--- src/rtl/cpu_div_pkg.sv ---
// Shared types and helpers for the iterative CPU divider.
package cpu_div_pkg;

    localparam int DIV_W = 32;

    typedef enum logic [1:0] {
        IDLE,
        PREP,
        ITER,
        FIX
    } div_state_t;

    // Conditional two's-complement negate; narrower callers zero-extend and truncate,
    // which stays correct modulo 2^WIDTH for any WIDTH <= DIV_W.
    function automatic logic [DIV_W-1:0] abs_w(input logic [DIV_W-1:0] val, input logic neg);
        return neg ? (~val + DIV_W'(1)) : val;
    endfunction

endpackage

--- src/rtl/cpu_div_step.sv ---
// One restoring-division step: shift in the next dividend bit, trial-subtract the divisor.
module cpu_div_step #(
    parameter int WIDTH = 32
) (
    input  logic [WIDTH-1:0] rem_i,
    input  logic             dvd_msb_i,
    input  logic [WIDTH-1:0] dsr_i,
    output logic [WIDTH-1:0] rem_o,
    output logic             q_bit_o
);

    logic [WIDTH:0] shifted;
    logic [WIDTH:0] diff;

    assign shifted = {rem_i, dvd_msb_i};
    assign diff    = shifted - {1'b0, dsr_i};

    // A set rem MSB means shifted >= 2^WIDTH > divisor, so the (WIDTH+1)-bit sign is unreliable there.
    assign q_bit_o = rem_i[WIDTH-1] | ~diff[WIDTH];
    assign rem_o   = q_bit_o ? diff[WIDTH-1:0] : shifted[WIDTH-1:0];

endmodule

--- src/rtl/cpu_div_cell.sv ---
// Iterative radix-2 restoring divider for the M-stage: one quotient bit per clock,
// signed truncating or unsigned, fixed WIDTH+2 cycle latency.
module cpu_div_cell
    import cpu_div_pkg::*;
#(
    parameter int WIDTH = DIV_W,
    parameter int CNT_W = 6
) (
    input  logic             clk,
    input  logic             reset,
    input  logic             M_div_start,
    input  logic             M_div_signed,
    input  logic [WIDTH-1:0] M_div_src1,
    input  logic [WIDTH-1:0] M_div_src2,
    output logic             M_div_busy,
    output logic             M_div_done,
    output logic [WIDTH-1:0] M_div_quot,
    output logic [WIDTH-1:0] M_div_rem,
    output logic             M_div_byzero
);

    localparam logic [CNT_W-1:0] LAST_CNT = CNT_W'(WIDTH - 1);

    div_state_t state_q, state_d;

    logic [WIDTH-1:0] src1_q, src1_d;
    logic [WIDTH-1:0] src2_q, src2_d;
    logic             sgn_q, sgn_d;
    logic [WIDTH-1:0] rem_q, rem_d;
    logic [WIDTH-1:0] dvd_q, dvd_d;
    logic [WIDTH-1:0] dsr_q, dsr_d;
    logic [CNT_W-1:0] cnt_q, cnt_d;
    logic             neg_quot_q, neg_quot_d;
    logic             neg_rem_q, neg_rem_d;
    logic             zero_q, zero_d;
    logic [WIDTH-1:0] quot_out_q, quot_out_d;
    logic [WIDTH-1:0] rem_out_q, rem_out_d;
    logic             bz_out_q, bz_out_d;
    logic             done_q, done_d;

    logic             sign1, sign2;
    logic [WIDTH-1:0] step_rem;
    logic             step_q;

    assign sign1 = sgn_q & src1_q[WIDTH-1];
    assign sign2 = sgn_q & src2_q[WIDTH-1];

    cpu_div_step #(.WIDTH(WIDTH)) u_step (
        .rem_i     (rem_q),
        .dvd_msb_i (dvd_q[WIDTH-1]),
        .dsr_i     (dsr_q),
        .rem_o     (step_rem),
        .q_bit_o   (step_q)
    );

    // NOTE: sequential state uses non-blocking assignments so every register samples pre-edge values.
    always_ff @(posedge clk or posedge reset) begin
        if (reset) state_q <= IDLE;
        else       state_q <= state_d;
    end

    always_comb begin
        // NOTE: every combinational output gets a default first, otherwise a latch is inferred.
        state_d = state_q;
        unique case (state_q)
            IDLE:    if (M_div_start) state_d = PREP;
            PREP:    state_d = ITER;
            ITER:    if (cnt_q == LAST_CNT) state_d = FIX;
            FIX:     state_d = IDLE;
            default: state_d = IDLE;
        endcase
    end

    always_comb begin
        src1_d     = src1_q;
        src2_d     = src2_q;
        sgn_d      = sgn_q;
        rem_d      = rem_q;
        dvd_d      = dvd_q;
        dsr_d      = dsr_q;
        cnt_d      = cnt_q;
        neg_quot_d = neg_quot_q;
        neg_rem_d  = neg_rem_q;
        zero_d     = zero_q;
        quot_out_d = quot_out_q;
        rem_out_d  = rem_out_q;
        bz_out_d   = bz_out_q;
        done_d     = 1'b0;
        unique case (state_q)
            IDLE: begin
                if (M_div_start) begin
                    src1_d = M_div_src1;
                    src2_d = M_div_src2;
                    sgn_d  = M_div_signed;
                end
            end
            PREP: begin
                dvd_d      = WIDTH'(abs_w(DIV_W'(src1_q), sign1));
                dsr_d      = WIDTH'(abs_w(DIV_W'(src2_q), sign2));
                rem_d      = '0;
                cnt_d      = '0;
                neg_quot_d = sign1 ^ sign2;
                neg_rem_d  = sign1;
                zero_d     = (src2_q == '0);
            end
            ITER: begin
                rem_d = step_rem;
                dvd_d = {dvd_q[WIDTH-2:0], step_q};
                cnt_d = cnt_q + CNT_W'(1);
            end
            FIX: begin
                done_d   = 1'b1;
                bz_out_d = zero_q;
                if (zero_q) begin
                    quot_out_d = '1;
                    rem_out_d  = src1_q;
                end else begin
                    quot_out_d = WIDTH'(abs_w(DIV_W'(dvd_q), neg_quot_q));
                    rem_out_d  = WIDTH'(abs_w(DIV_W'(rem_q), neg_rem_q));
                end
            end
            default: ;
        endcase
    end

    always_ff @(posedge clk or posedge reset) begin
        if (reset) begin
            src1_q     <= '0;
            src2_q     <= '0;
            sgn_q      <= 1'b0;
            rem_q      <= '0;
            dvd_q      <= '0;
            dsr_q      <= '0;
            cnt_q      <= '0;
            neg_quot_q <= 1'b0;
            neg_rem_q  <= 1'b0;
            zero_q     <= 1'b0;
            quot_out_q <= '0;
            rem_out_q  <= '0;
            bz_out_q   <= 1'b0;
            done_q     <= 1'b0;
        end else begin
            src1_q     <= src1_d;
            src2_q     <= src2_d;
            sgn_q      <= sgn_d;
            rem_q      <= rem_d;
            dvd_q      <= dvd_d;
            dsr_q      <= dsr_d;
            cnt_q      <= cnt_d;
            neg_quot_q <= neg_quot_d;
            neg_rem_q  <= neg_rem_d;
            zero_q     <= zero_d;
            quot_out_q <= quot_out_d;
            rem_out_q  <= rem_out_d;
            bz_out_q   <= bz_out_d;
            done_q     <= done_d;
        end
    end

    always_comb begin
        M_div_busy   = (state_q != IDLE);
        M_div_done   = done_q;
        M_div_quot   = quot_out_q;
        M_div_rem    = rem_out_q;
        M_div_byzero = bz_out_q;
    end

endmodule

--- config.mk ---
export PLATFORM = sky130hd
export DESIGN_NAME = cpu_div_cell
export DESIGN_NICKNAME = d
export VERILOG_FILES = /design/src/rtl/cpu_div_pkg.sv /design/src/rtl/cpu_div_step.sv /design/src/rtl/cpu_div_cell.sv
export SDC_FILE = /design/constraint.sdc
export NUM_CORES = 1
export LEC_CHECK = 0
export BUFFER_PORTS_ARGS = -buffer_cell sky130_fd_sc_hd__buf_4
export CAP_MARGIN = 20
export CORE_ASPECT_RATIO = 1.4
export CORE_MARGIN = 8
export CORE_UTILIZATION = 64
export CTS_CLUSTER_SIZE = 28
export DETAILED_ROUTE_END_ITERATION = 7
export PLACE_DENSITY_LB_ADDON = 0.08
export SLEW_MARGIN = 20
export SYNTH_ARGS = -nofsm -noshare
export SYNTH_HDL_FRONTEND = slang
export SYNTH_SLANG_ARGS = --single-unit
export TNS_END_PERCENT = 1
--- constraint.sdc ---
create_clock -name clk -period 21.6 [get_ports clk]
set_input_delay 3.24 -clock clk [delete_from_list [all_inputs] [get_ports clk]]
set_output_delay 3.24 -clock clk [all_outputs]
set_load 0.05 [all_outputs]
==> results of run 1 <==
-- registers in the layout, summed over array words and instances, names as in the netlist, 2 cells and up --
name / count
rem_q: 32
src2_q: 32
dvd_q: 32
M_div_rem: 32
state_q: 2
cnt_q: 6
M_div_quot: 32
dsr_q: 32
src1_q: 32
-- cell usage after synthesis, types with 7 or more instances --
cell type,instances
dfrtp_1,238
nand2_1,126
o21ai_0,122
mux2_2,107
nor2_1,95
a21oi_1,91
inv_1,89
xnor2_1,87
clkbuf_1,66
xor2_1,57
ha_1,42
o31ai_1,30
o22a_1,28
mux2i_1,26
nand3_1,24
nor3_1,21
o22ai_1,21
o41ai_1,19
a31oi_1,11
and2_1,11
nand2b_1,11
nand4_1,11
or3_1,11
or4_1,11
and3_1,8
o211ai_1,8
o221ai_1,8
nor4_1,7
-- through the flow --
| step | worst slack, ns | instances | utilization | hold slack, ns |
|---|---|---|---|---|
| floorplan | 11.83 | 1462 | - | 0.4672 |
| global placement | 16.81 | 1797 | 0.6989 | 0.4811 |
| detailed placement | 16.79 | 1797 | 0.6989 | 0.4884 |
| CTS | 16.86 | 1840 | 0.7363 | 0.5011 |
| global route | 16.80 | 1840 | 0.7364 | 0.5049 |
| finish | 16.86 | 1840 | 0.7364 | 0.4960 |
-- per-layer routing --
metal,track usage,part of all wire,routed length [um]
met5,0,0,0
met4,0.1169,0.043,1421
met3,0.03583,0.046,1531
met2,0.4366,0.51,16860
met1,0.2840,0.40,13120
-- worst max-delay path by stage --
stage / from / endpoint / slack [ns] / depth (start not counted)
2_1_floorplan: reset / M_div_byzero / 11.83 / 1
3_3_place_gp: reset / src2_q[3] / 16.81 / 3
3_5_place_dp: reset / src2_q[3] / 16.79 / 3
4_1_cts: state_q[1] / M_div_busy / 16.86 / 4
5_1_grt: state_q[0] / M_div_busy / 16.80 / 4
6_report: state_q[0] / M_div_busy / 16.86 / 4
-- cell families after synthesis --
| kind of cell | Yosys count | share of synthesized area |
|---|---|---|
| buffers and inverters | 164 | 0.04430 |
| flip-flops | 238 | 0.4269 |
| multiplexers | 133 | 0.1050 |
| AO/OA/AOI/OAI | 387 | 0.1769 |
| AND/OR/NAND/NOR | 353 | 0.1174 |
| adder cells (fa/ha/maj) | 43 | 0.03910 |
| XOR/XNOR | 144 | 0.09040 |
-- final cells by class --
class                           instances  area share
Timing Repair Buffer                  144     0.06790
Clock buffer                           34     0.04456
Tap cell                              264     0.02075
Clock inverter                          9    0.006208
Inverter                               91     0.02193
Multi-Input combinational cell       1060      0.4646
Sequential cell                       238      0.3741
-- power groups by stage --
stage / registers (W) / logic, W / clock network [W]
final: 0.000839 / 0.00130 / 0.000422
after floorplan: 0.000950 / 0.000866 / 0
after global placement: 0.000833 / 0.00127 / 0
after CTS: 0.000836 / 0.00130 / 0.000428
after detailed placement: 0.000843 / 0.00130 / 0
after global routing: 0.000867 / 0.00142 / 0.000446
==> out/qor.txt, run 1 <==
outcome: finished, final reports clean
P_sw: 0.001135 W
drt pass-1 iters: 5
P_leak: 6.970 nW
syn avg cell area: 9.543 um^2
EDFF count, synth: 0
Post-CTS Hold Fix Bufs: 0
wire length per cell: 17.90 um
TritonCTS Buffers: 24
CTS resizes: 0
Die Ht: 190.7 um
R2R depth: 12
ranking of synthesized cells by area: dfrtp_1 (43%), mux2_2 (8.6%), xnor2_1 (5.5%), o21ai_0 (4.4%), ha_1 (3.8%)
WL final: 32.93 mm
switching part of the total: 0.4432
die width: 140.8 um
Vias: 11070
capturing point of the worst reg2reg path: rem_q[29]
area of the multi-input gates: 7397 um^2
RePlAce Congestion: 0.8789
Post-Syn Area: 13950 um^2
crit path cell chain: inv_1 > ha_2 > inv_1 > buf_4
Final period util: 0.2196
CP delay by family, top: flip-flops
CP arrival: 1.50 ns
Sum Neg Setup Slack: 0 ns
postcts setup bufs: 0
worst path required time: 18.36 ns
CTS tree: done
DP Wirelength: 24.31 mm
Starting Density: 0.6453
vias per cell: 6.014
clk buf depth: 3
Design Area, Final: 15920 um^2
sink of the worst hold path: M_div_quot[10]
area of the die: 26850 um^2
Yosys top cell area share: 0.4269
Max Slew Vio Count: 0
pwr/cell area: 160.8 nW/um^2
GRT Total Usage: 0.2448
Seq pwr share: 0.328
H-tree levels: 1
type of the tightest min-delay check: register to register
first-pass GRT wire length: 54.30 mm
total gr overflow: 0
Comb pwr share: 0.507
startpoint types: register
# DRC: 0
Finish-stage setup viols: 0
Iteration-0 DRC Markers: 624
Sequential Area: 5956 um^2
max cap viols: 0
cells after synthesis: 1462
area leader, netlist: dfrtp_1
Power, Total: 0.002560 W
Worst Tran Pin Value: 0.9510 ns
Rel. slew slack: 0.3660
Hold Fails Final Rpt: 0
# diodes: 0
Hold Path Depth: 1
Site Rows: 64
clk_skew: 0.02601 ns
flops & latches, synth: 238
Critical Path Max Stage Delay: 0.41 ns
Critical Path End Type: output port
CP most frequent cell: inv_1
RSZ-0062 raised after global routing: false
Final nets: 1670
commonest non-fill, non-tap cells in the layout: dfrtp_1 (238), buf_4 (144), nand2_1 (124), o21ai_0 (122), mux2_2 (107)
placed inst area: 15110 um^2
Synth Warn #: 0
Setup CP Type: register to output port
Reg2Reg Setup Slack: 17.96 ns
largest net degree at the start of global routing: 85
input/output buffers: 134
clock-pin slew on the worst setup and hold paths: 0.06 ns
Peak supply drop: 0.09692 mV
vias in the first global route: 11070
Post-synth top flop: dfrtp_1
Core Region: 21620 um^2
count of different cell masters after synthesis: 61
Clock Sinks: 238
cell at the root of the clock tree: clkbuf_16
post-synthesis sequential area ratio: 0.4269
I/O pin count: 135
Max FO, Critical Path: 4
Layout area overhead: 14.12%
layout cells sized above 1: 0.1980
R2R Path Start: dvd_q[31]
min-delay src: M_div_quot[10]
Fillers: 1645
CP max-delay cell: dfrtp_1
WP buf/inv: 3
clock share of power: 0.165
FFs w/ async S/R, synth: 1.000
minimum clock period: 4.744 ns
Synth Net Count: 1573
antenna violations before repair: 0
Clk Latency, worst-skew pair: 0.53 ns
internal power: 0.001426 W
commonest non-fill, non-tap cell in the layout: dfrtp_1
Detail Route Antenna Nets: 0
Achievable Freq: 0.2108 GHz
(Power assumes the default switching activity.)
==> run 2: changes to the inputs <==
--- a/config.mk
+++ b/config.mk
@@ -9,7 +9,7 @@
 export CAP_MARGIN = 20
 export CORE_ASPECT_RATIO = 1.4
 export CORE_MARGIN = 8
-export CORE_UTILIZATION = 64
+export CORE_UTILIZATION = 60
 export CTS_CLUSTER_SIZE = 28
 export DETAILED_ROUTE_END_ITERATION = 7
 export PLACE_DENSITY_LB_ADDON = 0.08
==> constraint.sdc (replaced) <==
create_clock -name clk -period 4.4 [get_ports clk]
set_input_delay 0.66 -clock clk [delete_from_list [all_inputs] [get_ports clk]]
set_output_delay 0.66 -clock clk [all_outputs]
set_load 0.05 [all_outputs]
==> out/qor.txt, run 2 (synthesis results as in run 1) <==
Hold Fails Final Rpt: 0
capturing point of the worst reg2reg path: rem_q[29]
Clock Sinks: 238
drt pass-1 iters: 5
P_leak: 6.982 nW
Site Rows: 66
antenna violations before repair: 1
Core Region: 23040 um^2
CP arrival: 3.94 ns
Sum Neg Setup Slack: 0 ns
RSZ-0062 raised after global routing: false
Starting Density: 0.6056
wire length per cell: 17.64 um
outcome: finished, final reports clean
logic depth of the worst path, buffers included: 12
Finish-stage setup viols: 0
vias in the first global route: 11300
largest net degree at the start of global routing: 132
area of the die: 28460 um^2
CP max-delay cell: fa_1
# DRC: 0
CTS resizes: 0
grt met3 use: 0.03027
CTS tree: done
H-tree levels: 1
pwr/cell area: 785.4 nW/um^2
startpoint types: register
Layout area overhead: 14.86%
postcts setup bufs: 0
Final period util: 0.7975
layout cells sized above 1: 0.1999
input/output buffers: 134
clock-pin slew on the worst setup and hold paths: 0.06 ns
type of the tightest min-delay check: input port to async pin
DP Wirelength: 24.66 mm
Rel. slew slack: 0.3817
vias per cell: 5.871
Worst Tran Pin Value: 0.9275 ns
total gr overflow: 0
Clk Latency, worst-skew pair: 0.52 ns
first-pass GRT wire length: 55.39 mm
die width: 144.9 um
CP most frequent cell: a21oi_1
Critical Path Max Stage Delay: 0.40 ns
Die Ht: 196.4 um
met1 usage: 0.2766
TritonCTS Buffers: 25
Setup CP Type: register to register
Peak supply drop: 0.5038 mV
clk buf depth: 3
clk_skew: 0.01012 ns
minimum clock period: 3.509 ns
WL final: 33.28 mm
crit path cell chain: inv_1 > ha_1 > fa_1 > nand2b_1 > a21oi_1 > o211ai_1 > a21oi_1 > o41ai_1 > a31oi_2 > buf_4 > nand2_1 > o221ai_1
CP delay by family, top: compound AO/OA/AOI/OAI gates
commonest non-fill, non-tap cells in the layout: dfrtp_1 (238), buf_4 (145), nand2_1 (125), o21ai_0 (122), mux2_2 (107)
GRT Total Usage: 0.2379
WP buf/inv: 2
# diodes: 0
worst slack, placed: 0.9419 ns
Achievable Freq: 0.2850 GHz
cell at the root of the clock tree: clkbuf_16
met2 usage: 0.4368
max cap viols: 0
I/O pin count: 135
Final nets: 1675
Max FO, Critical Path: 24
Max Slew Vio Count: 0
Iteration-0 DRC Markers: 655
post-route setup slack: 0.8910 ns
Post-CTS Hold Fix Bufs: 0
Detail Route Antenna Nets: 0
Critical Path End Type: register
RePlAce Congestion: 0.9010
R2R depth: 12
commonest non-fill, non-tap cell in the layout: dfrtp_1
worst path required time: 4.83 ns
grt peak-use layer: met2
Reg2Reg Setup Slack: 0.89 ns
Vias: 11080
R2R Path Start: dvd_q[31]
## run 2: stage by stage
stage / std cells / util / instance area, um^2 / total power [W] / hold slack (ns)
after floorplan: 1462 / - / 13960 / 0.008913 / 0.4672
after global placement: 1842 / 0.6600 / 15210 / 0.01038 / 0.4813
after detailed placement: 1843 / 0.6607 / 15220 / 0.01055 / 0.4883
after CTS: 1887 / 0.6956 / 16030 / 0.01267 / 0.01037
after global routing: 1887 / 0.6956 / 16030 / 0.01350 / 0.01269
final: 1887 / 0.6956 / 16030 / 0.01259 / 0.02486
## run 2: cell type report
class,count,area (um^2)
sequential,238,5956
clock buffer,32,681.9
tap,306,382.9
multi-input combinational,1060,7395
clock inverter,12,121.4
inverter,91,345.3
timing repair buffer,148,1144
fill,1892,7014
## run 2: worst max path at each step
stage | end | slack [ns] | startpoint
2_1_floorplan | M_div_byzero | 0.62 | reset
3_3_place_gp | rem_q[29] | 0.98 | dvd_q[31]
3_5_place_dp | rem_q[30] | 0.94 | dvd_q[31]
4_1_cts | rem_q[30] | 0.90 | dvd_q[31]
5_1_grt | rem_q[22] | 0.69 | dvd_q[31]
6_report | rem_q[29] | 0.89 | dvd_q[31]
## run 2: metal layers
layer	vias to the layer above	wire length (um)	share of wire
met5	-	15	0.00045
met4	2	988	0.030
met3	68	1560	0.047
met2	259	17430	0.52
met1	5335	13290	0.40
li1	5414	-	-
## run 2: where the power goes
group	total (W)	internal, W	switching [W]
combinational	0.00643	0.00266	0.00377
sequential	0.00409	0.00312	0.000968
clock	0.00206	0.00121	0.000853
==> run 3: changes to the inputs <==
==> constraint.sdc (replaced) <==
create_clock -name clk -period 3.7 [get_ports clk]
set_input_delay 0.555 -clock clk [delete_from_list [all_inputs] [get_ports clk]]
set_output_delay 0.555 -clock clk [all_outputs]
set_load 0.05 [all_outputs]
==> out/qor.txt, run 3 (synthesis results as in run 1) <==
Rel. slew slack: 0.3963
DP Wirelength: 25.14 mm
Starting Density: 0.6056
P_leak: 7.001 nW
clk_skew: 0.008359 ns
CP arrival: 3.84 ns
Final period util: 0.9405
clock share of power: 0.157
Finish-stage setup viols: 0
# diodes: 0
largest net degree at the start of global routing: 101
placed cells: 1848
WL final: 33.91 mm
first-pass GRT wire length: 55.95 mm
Final nets: 1680
drt pass-1 iters: 5
Iteration-0 DRC Markers: 583
Clock Sinks: 238
outcome: finished, final reports clean
CP most frequent cell: a21oi_1
antenna violations before repair: 0
Hold WS: 0.2648 ns
max cap viols: 0
Seq pwr share: 0.328
cell at the root of the clock tree: clkbuf_16
minimum clock period: 3.480 ns
Hold Fails Final Rpt: 0
commonest non-fill, non-tap cells in the layout: dfrtp_1 (238), buf_4 (149), nand2_1 (124), o21ai_0 (122), mux2_2 (107)
Layout area overhead: 14.96%
Core Region: 23040 um^2
Reg2Reg Setup Slack: 0.22 ns
Comb pwr share: 0.516
input/output buffers: 134
startpoint types: register
TritonCTS Buffers: 24
H-tree levels: 1
clock-pin slew on the worst setup and hold paths: 0.06 ns
Detail Route Antenna Nets: 0
switching part of the total: 0.4450
area of the multi-input gates: 7397 um^2
pwr/cell area: 927.7 nW/um^2
Max Slew Vio Count: 0
Peak supply drop: 0.6290 mV
Die Ht: 196.4 um
type of the tightest min-delay check: input port to register
Critical Path Max Stage Delay: 0.50 ns
area of the die: 28460 um^2
RSZ-0062 raised after global routing: false
vias per cell: 5.943
GRT Total Usage: 0.2411
fin cells: 1887
Site Rows: 66
worst path required time: 4.06 ns
vias in the first global route: 11160
Achievable Freq: 0.2874 GHz
Max FO, Critical Path: 18
Setup CP Type: register to register
layout cells sized above 1: 0.2018
commonest non-fill, non-tap cell in the layout: dfrtp_1
# DRC: 0
crit path cell chain: inv_1 > ha_1 > fa_1 > nand2b_1 > a21oi_1 > o211ai_1 > a21oi_1 > o41ai_1 > a31oi_2 > buf_12 > mux2i_1 > o22ai_1
I/O pin count: 135
clk buf depth: 3
CP max-delay cell: a31oi_2
Worst Tran Pin Value: 0.9056 ns
wire length per cell: 17.97 um
CTS tree: done
Critical Path End Type: register
P_sw: 0.006622 W
Vias: 11220
Sequential Area: 5956 um^2
internal power: 0.008258 W
die width: 144.9 um
total gr overflow: 0
RePlAce Congestion: 0.8839
Sum Neg Setup Slack: 0 ns
Power, Total: 0.01488 W
Fillers: 1832
Clk Latency, worst-skew pair: 0.52 ns
[run 3: worst paths after layout]
check	from	to	cells past startpoint
hold reg to reg	M_div_quot[11]	M_div_quot[11]	1
min in group asynchronous	reset	M_div_quot[29]	3
setup reg to reg	dvd_q[31]	rem_q[8]	12
setup / recovery	dvd_q[31]	rem_q[8]	12
hold / removal	M_div_src2[25]	src2_q[25]	2
max in group asynchronous	reset	src2_q[3]	4
[run 3: power groups by stage]
stage	Sequential [W]	Clock [W]	Combinational, W
2_1_floorplan	0.00554	0	0.00506
5_1_grt	0.00506	0.00247	0.00843
3_3_place_gp	0.00486	0	0.00752
4_1_cts	0.00487	0.00238	0.00771
3_5_place_dp	0.00491	0	0.00766
6_report	0.00488	0.00233	0.00767
[run 3: final cells by class]
type	count	area share
multi-input combinational	1060	0.4612
sequential	238	0.3713
timing repair buffer	154	0.07536
clock buffer	30	0.04267
tap	306	0.02387
inverter	91	0.02153
clock inverter	8	0.004056
[run 3: repair_timing]
item	4_1_cts	5_1_grt
setup endpoints to repair	0	2
gates resized for setup	0	0
buffers inserted	0	0
hold endpoints to repair	1	0
hold buffers	1	0
[run 3: critical path, delay by kind of cell, from the launching register on]
family,cells,cell delay (ns)
AOI/OAI and AO/OA,6,1.57
adders and majority gates,2,0.63
DFF,1,0.36
buffers and inverters,2,0.35
muxes,1,0.22
and+or+nand+nor,1,0.17
[run 3: layer usage]
layer / up-vias / GRT usage / wire [um]
met2: 300 / 0.4370 / 17920
li1: 5428 / - / -
met5: - / 0 / 0
met1: 5406 / 0.2847 / 13340
met3: 81 / 0.02737 / 1543
met4: 0 / 0.08894 / 1104
[run 3: per-stage QoR]
step           setup WS (ns)  instance area (um^2)  utilization
3_5_place_dp          0.2475                 15280       0.6631
4_1_cts               0.1867                 16040       0.6960
5_1_grt              0.04244                 16040       0.6962
6_report              0.2203                 16040       0.6962
3_3_place_gp          0.3342                 15280       0.6631
2_1_floorplan        0.02515                 13960            -
